<file path="config.mk">
export PLATFORM = sky130hd
export DESIGN_NAME = mem_access_ctrl_flat
export DESIGN_NICKNAME = d
export VERILOG_FILES = /design/src/rtl/mem_access_ctrl_if.sv /design/src/rtl/mem_access_ctrl.sv /design/src/flat_wrapper.sv
export SDC_FILE = /design/constraint.sdc
export NUM_CORES = 1
export LEC_CHECK = 0
export CELL_PAD_IN_SITES_DETAIL_PLACEMENT = 1
export CELL_PAD_IN_SITES_GLOBAL_PLACEMENT = 1
export CORE_ASPECT_RATIO = 0.6
export CORE_MARGIN = 5
export CORE_UTILIZATION = 32
export DETAILED_ROUTE_END_ITERATION = 8
export PLACE_DENSITY_LB_ADDON = 0.12
export SLEW_MARGIN = 0
export SYNTH_ARGS = -nofsm -noshare
export SYNTH_HDL_FRONTEND = slang
export SYNTH_SLANG_ARGS = --single-unit
export TNS_END_PERCENT = 30
</file>
<file path="constraint.sdc">
create_clock -name clk -period 2.1 [get_ports clk]
set_input_delay 0.525 -clock clk [delete_from_list [all_inputs] [get_ports clk]]
set_output_delay 0.525 -clock clk [all_outputs]
set_load 0.005 [all_outputs]
</file>
<file path="src/rtl/mem_access_ctrl_if.sv">
// MEM-stage sequencer bus: EX/MEM instruction view, data-memory handshake,
// and the stall/bubble/error controls fed back to the pipeline.
interface mem_access_ctrl_if;
    localparam int unsigned ADDR_W = 16;
    localparam int unsigned SC_W   = 16;

    logic              exmem_valid;
    logic              exmem_mem_read;
    logic              exmem_mem_write;
    logic [ADDR_W-1:0] exmem_addr;
    logic              mem_done;
    logic              mem_en;
    logic              mem_wr;
    logic              pipe_stall;
    logic              memwb_bubble;
    logic              err_out;
    logic [SC_W-1:0]   stall_cycles;

    modport slave (
        input  exmem_valid, exmem_mem_read, exmem_mem_write, exmem_addr, mem_done,
        output mem_en, mem_wr, pipe_stall, memwb_bubble, err_out, stall_cycles
    );

    modport master (
        output exmem_valid, exmem_mem_read, exmem_mem_write, exmem_addr, mem_done,
        input  mem_en, mem_wr, pipe_stall, memwb_bubble, err_out, stall_cycles
    );
endinterface

</file>
<file path="src/rtl/mem_access_ctrl.sv">
// MEM-stage access sequencer: issues one memory request per load/store, stalls
// the pipe until completion, and latches a sticky error on bad/timed-out accesses.
module mem_access_ctrl #(
    parameter int unsigned TIMEOUT = 15
) (
    input  logic               clk,
    input  logic               rst,
    mem_access_ctrl_if.slave   bus
);
    localparam int unsigned WCNT_W = 8;
    localparam int unsigned SC_W   = 16;

    typedef enum logic [1:0] {IDLE, WAIT, ERR} state_t;

    state_t            state;
    logic [WCNT_W-1:0] wait_cnt;
    logic              err_q;
    logic [SC_W-1:0]   stall_q;

    logic access;
    logic illegal;
    logic mem_en;
    logic mem_wr;
    logic stall;
    logic unused_addr_hi;

    // Upper address bits only matter to the memory; alignment uses bit 0.
    assign unused_addr_hi = ^bus.exmem_addr[15:1];

    always_comb begin
        access  = bus.exmem_valid & (bus.exmem_mem_read | bus.exmem_mem_write);
        illegal = bus.exmem_addr[0] | (bus.exmem_mem_read & bus.exmem_mem_write);
        mem_en  = 1'b0;
        mem_wr  = 1'b0;
        stall   = 1'b0;
        case (state)
            IDLE: begin
                if (access) begin
                    stall = 1'b1;
                    if (!illegal) begin
                        mem_en = 1'b1;
                        mem_wr = bus.exmem_mem_write;
                    end
                end
            end
            WAIT:    stall = ~bus.mem_done;
            ERR:     stall = 1'b1;
            default: stall = 1'b0;
        endcase
    end

    // State, wait counter, sticky error and saturating stall counter.
    always_ff @(posedge clk or negedge rst) begin
        if (!rst) begin
            state    <= IDLE;
            wait_cnt <= '0;
            err_q    <= 1'b0;
            stall_q  <= '0;
        end else begin
            if (stall && (stall_q != '1)) begin
                stall_q <= stall_q + SC_W'(1);
            end
            case (state)
                IDLE: begin
                    if (access) begin
                        if (illegal) begin
                            state <= ERR;
                            err_q <= 1'b1;
                        end else begin
                            state    <= WAIT;
                            wait_cnt <= '0;
                        end
                    end
                end
                WAIT: begin
                    if (bus.mem_done) begin
                        state <= IDLE;
                    end else begin
                        wait_cnt <= wait_cnt + WCNT_W'(1);
                        // This is the TIMEOUT-th cycle without completion.
                        if (wait_cnt == WCNT_W'(TIMEOUT - 1)) begin
                            state <= ERR;
                            err_q <= 1'b1;
                        end
                    end
                end
                ERR:     state <= ERR;
                default: state <= IDLE;
            endcase
        end
    end

    assign bus.mem_en       = mem_en;
    assign bus.mem_wr       = mem_wr;
    assign bus.pipe_stall   = stall;
    assign bus.memwb_bubble = stall;
    assign bus.err_out      = err_q;
    assign bus.stall_cycles = stall_q;

endmodule

</file>
<file path="src/flat_wrapper.sv">
// flat-port wrapper written by rule: the top's interface ports become plain ports
module mem_access_ctrl_flat 
#(
    parameter int unsigned TIMEOUT = 15
)
  (clk, rst, bus_exmem_valid, bus_exmem_mem_read, bus_exmem_mem_write, bus_exmem_addr, bus_mem_done, bus_mem_en, bus_mem_wr, bus_pipe_stall, bus_memwb_bubble, bus_err_out, bus_stall_cycles);
  mem_access_ctrl_if bus_i ();
  input  logic clk;
  input  logic rst;
  input wire logic [$bits(bus_i.exmem_valid)-1:0] bus_exmem_valid;
  input wire logic [$bits(bus_i.exmem_mem_read)-1:0] bus_exmem_mem_read;
  input wire logic [$bits(bus_i.exmem_mem_write)-1:0] bus_exmem_mem_write;
  input wire logic [$bits(bus_i.exmem_addr)-1:0] bus_exmem_addr;
  input wire logic [$bits(bus_i.mem_done)-1:0] bus_mem_done;
  output wire logic [$bits(bus_i.mem_en)-1:0] bus_mem_en;
  output wire logic [$bits(bus_i.mem_wr)-1:0] bus_mem_wr;
  output wire logic [$bits(bus_i.pipe_stall)-1:0] bus_pipe_stall;
  output wire logic [$bits(bus_i.memwb_bubble)-1:0] bus_memwb_bubble;
  output wire logic [$bits(bus_i.err_out)-1:0] bus_err_out;
  output wire logic [$bits(bus_i.stall_cycles)-1:0] bus_stall_cycles;
  assign bus_i.exmem_valid = bus_exmem_valid;
  assign bus_i.exmem_mem_read = bus_exmem_mem_read;
  assign bus_i.exmem_mem_write = bus_exmem_mem_write;
  assign bus_i.exmem_addr = bus_exmem_addr;
  assign bus_i.mem_done = bus_mem_done;
  assign bus_mem_en = bus_i.mem_en;
  assign bus_mem_wr = bus_i.mem_wr;
  assign bus_pipe_stall = bus_i.pipe_stall;
  assign bus_memwb_bubble = bus_i.memwb_bubble;
  assign bus_err_out = bus_i.err_out;
  assign bus_stall_cycles = bus_i.stall_cycles;
  mem_access_ctrl #(.TIMEOUT(TIMEOUT)) u_core (.clk(clk), .rst(rst), .bus(bus_i));
endmodule
</file>
==> run_results.csv <==
group,metric,value,unit
die,fp.coreArea,4640,um2
die,num_io_pins,43,
pwr,p_per_area,960,nW/um2
sta,final-hold-violation-count,0,
routing,vias,1341,
routing,drc,0,
worst_setup_path,critical-path-max-stage-delay,270,ps
sta,setup_viol,0,
synth,yosysWarnings,0,
cts,cts_tree,"done",
sta,finClkSkew,5.79,ps
routing,wl_per_cell,17.4,um
sta,fmax,0.481,GHz
sta,period_share,0.989,
cells_and_area,layout_common_cells,"dfrtp_1 (27), clkdlybuf4s50_1 (18), buf_4 (15)",
cts,numCtsBuffers,3,
worst_hold_path,hp-class,"register to register",
global_routing,antenna_found_initial,0,
cells_and_area,area_growth,31.6,%
global_routing,grt_pass1_wl,7.52,mm
routing,dr.first_iter.drc_count,82,
synth,syn_area_per_cell,10.4,um2
global_routing,grt_pass1_vias,1432,
run_status,outcome,"finished clean",
sta,tightest_slew,350,ps
cells_and_area,final_common_cell,"dfrtp_1",
global_routing,grtUsageTotal,0.145,
pwr,peakVddDrop,0.594,mV
sta,holdWs,512,ps
placed_design,place.gp.congestion,0.842,
worst_setup_path,cpMostUsedCell,"dlygate4sd2_1",
flow_run,drv_cap,0,
sta,final.min_clock_period,2080,ps
worst_setup_path,crit_chain,"dlygate4sd2_1, nor4b_4, buf_4, nand2_1, inv_2, dlygate4sd2_1",
die,start_util,0.336,
synth,ys_types,40,
cts,clock-sinks,27,
sta,rsz0062_at_grt,"yes",
global_routing,overflow,0,
synth,ys_ff_latch,27,
routing,finalWirelength,4.39,mm
placed_design,numPortBuffers,27,
worst_setup_path,cp_slowest_cell,"dlygate4sd2_1",
placed_design,detailed_place_hpwl,3.43,mm
synth,yosysSeqAreaShare,0.434,
die,placementRows,19,
die,dieArea,6400,um2
die,die_height,64.0,um
synth,synth_area,1560,um2
routing,vias_per_cell,5.30,
cells_and_area,fill_cells,523,
worst_setup_path,endpoint_kind,"output port",
placed_design,dp.cells,247,
die,dieWidth,100,um
synth,synthCells,149,
pwr,p_leak,0.863,nW
worst_setup_path,cp_max_fo,3,
cts,path_clk_slew,100,ps
synth,synth_fp_nets,174,
routing,ant_nets,0,
worst_setup_path,worstSetupPathType,"input port to output port",
cells_and_area,layoutNonFillerInstCount,253,
routing,drt_first_pass_iters,4,
global_routing,grt_max_degree,28,
cells_and_area,drive_above_1_share,0.189,
worst_setup_path,path_buf_inv,4,
cts,root_buffer,"clkbuf_8",
cells_and_area,nNetsFinal,216,
cts,clk_latency,270,ps
worst_setup_path,cp.required,1570,ps
cts,cts_buffer_depth,2,
sta,slew_headroom,0.765,
cells_and_area,diodes,0,
worst_setup_path,worstPathArrival,1550,ps
cts,htree_num_levels,1,
worst_setup_path,cp_top_family,"buffers and inverters",
worst_setup_path,startpoint_type,"input port",
sta,finalMaxSlewViolations,0,
==> layout make-up <==
class / instances / area, um2 / area share
Multi-Input combinational cell: 113 / 851 / 0.415
Tap cell: 63 / 78.8 / 0.0385
Sequential cell: 27 / 676 / 0.330
Timing Repair Buffer: 42 / 380 / 0.186
Inverter: 4 / 17.5 / 0.00855
Clock buffer: 4 / 45.0 / 0.0220
==> through the flow <==
step                utilization  setup TNS (ps)  cell area, um2  setup slack, ps  total power, mW
finish                    0.442               0            2050             22.6             1.97
global route              0.442           -60.4            2050            -60.4             2.12
CTS                       0.437           -97.9            2030            -50.0             1.97
detailed placement        0.425           -4780            1970             -524             1.65
global placement          0.425           -3360            1970             -475             1.60
floorplan                     -               0            1560              199             1.21
==> Yosys cell counts (all sizes together) <==
cell      n  area (um2)
a21o      1        7.51
a21oi     5        25.0
a22o      1        17.5
and2      2        12.5
and3      4        25.0
and4      4        35.0
and4b     1        10.0
and4bb    2        25.0
buf       3        26.3
clkbuf    2        7.51
dfrtp    27         676
ha        3        37.5
inv       4        15.0
mux2      1        11.3
mux2i     3        30.0
nand2    12        45.0
nand2b    7        43.8
nand3     4        20.0
nand4     7        50.1
nor2      5        18.8
nor3      3        15.0
nor3b     2        15.0
nor4      7        75.1
nor4b     3        38.8
o2111ai   1        8.76
o211ai    1        7.51
o21a      2        15.0
o21ai     7        35.0
o21bai    1        7.51
o311ai    1        8.76
o31ai     4        30.0
or2       1        6.26
or4       2        15.0
xnor2     2        17.5
xor2     14         123
==> worst register-to-register path, delay by kind of cell, from the launching register on <==
kind / cells / cell delay [ps]
buffers and inverters: 1 / 170
XOR/XNOR: 1 / 180
flip-flops: 1 / 430
AND/OR/NAND/NOR: 3 / 730
adder cells (fa/ha/maj): 1 / 260
==> cell families after synthesis <==
logic type,count (synthesis),synth area share
AOI/OAI and AO/OA,24,0.105
muxes,4,0.0265
xor gates and xnor gates,16,0.0900
buffers and inverters,9,0.0313
DFF,27,0.434
adders and majority gates,3,0.0241
and+or+nand+nor,66,0.289
==> timing repair <==
item | CTS | global route
pin swaps | 4 | 2
resized for setup | 20 | 3
hold buffers | 0 | 0
cloned | 0 | 0
setup buffers | 1 | 1
endpoints found under the setup margin | 4 | 3
==> sequential cells by signal, summed over array words and instances, names as in the netlist <==
name                     count
u_core.bus.err_out           1
u_core.bus.stall_cycles     16
u_core.state                 2
u_core.wait_cnt              8
==> routing by layer <==
metal | share of wire | vias up | GRT usage
met2 | 0.43 | 25 | 0.223
met1 | 0.52 | 681 | 0.213
met3 | 0.042 | 2 | 0.0359
li1 | - | 633 | -
met4 | 0.0032 | 0 | 0.0151
met5 | 0 | - | 0
==> final timing paths <==
| kind | from | to | slack [ps] | cells past startpoint |
|---|---|---|---|---|
| max reg2reg | u_core.bus.stall_cycles[0] | u_core.bus.stall_cycles[6] | 250 | 6 |
| max | bus_exmem_addr[0] | bus_mem_en | 20 | 6 |
| min | u_core.bus.stall_cycles[14] | u_core.bus.stall_cycles[14] | 510 | 1 |
| min reg2reg | u_core.bus.stall_cycles[14] | u_core.bus.stall_cycles[14] | 510 | 1 |
| min in group asynchronous | rst | u_core.wait_cnt[4] | 630 | 2 |
| max in group asynchronous | rst | u_core.bus.stall_cycles[9] | 1200 | 2 |
==> where the power goes <==
part	total [mW]	leakage, nW	switching, mW	internal (mW)
sequential	0.850	0.325	0.197	0.654
clock	0.306	0.0228	0.170	0.136
combinational	0.811	0.516	0.368	0.443
total	1.97	0.863	0.734	1.23
No activity file was read; power rests on OpenSTA's default activity.
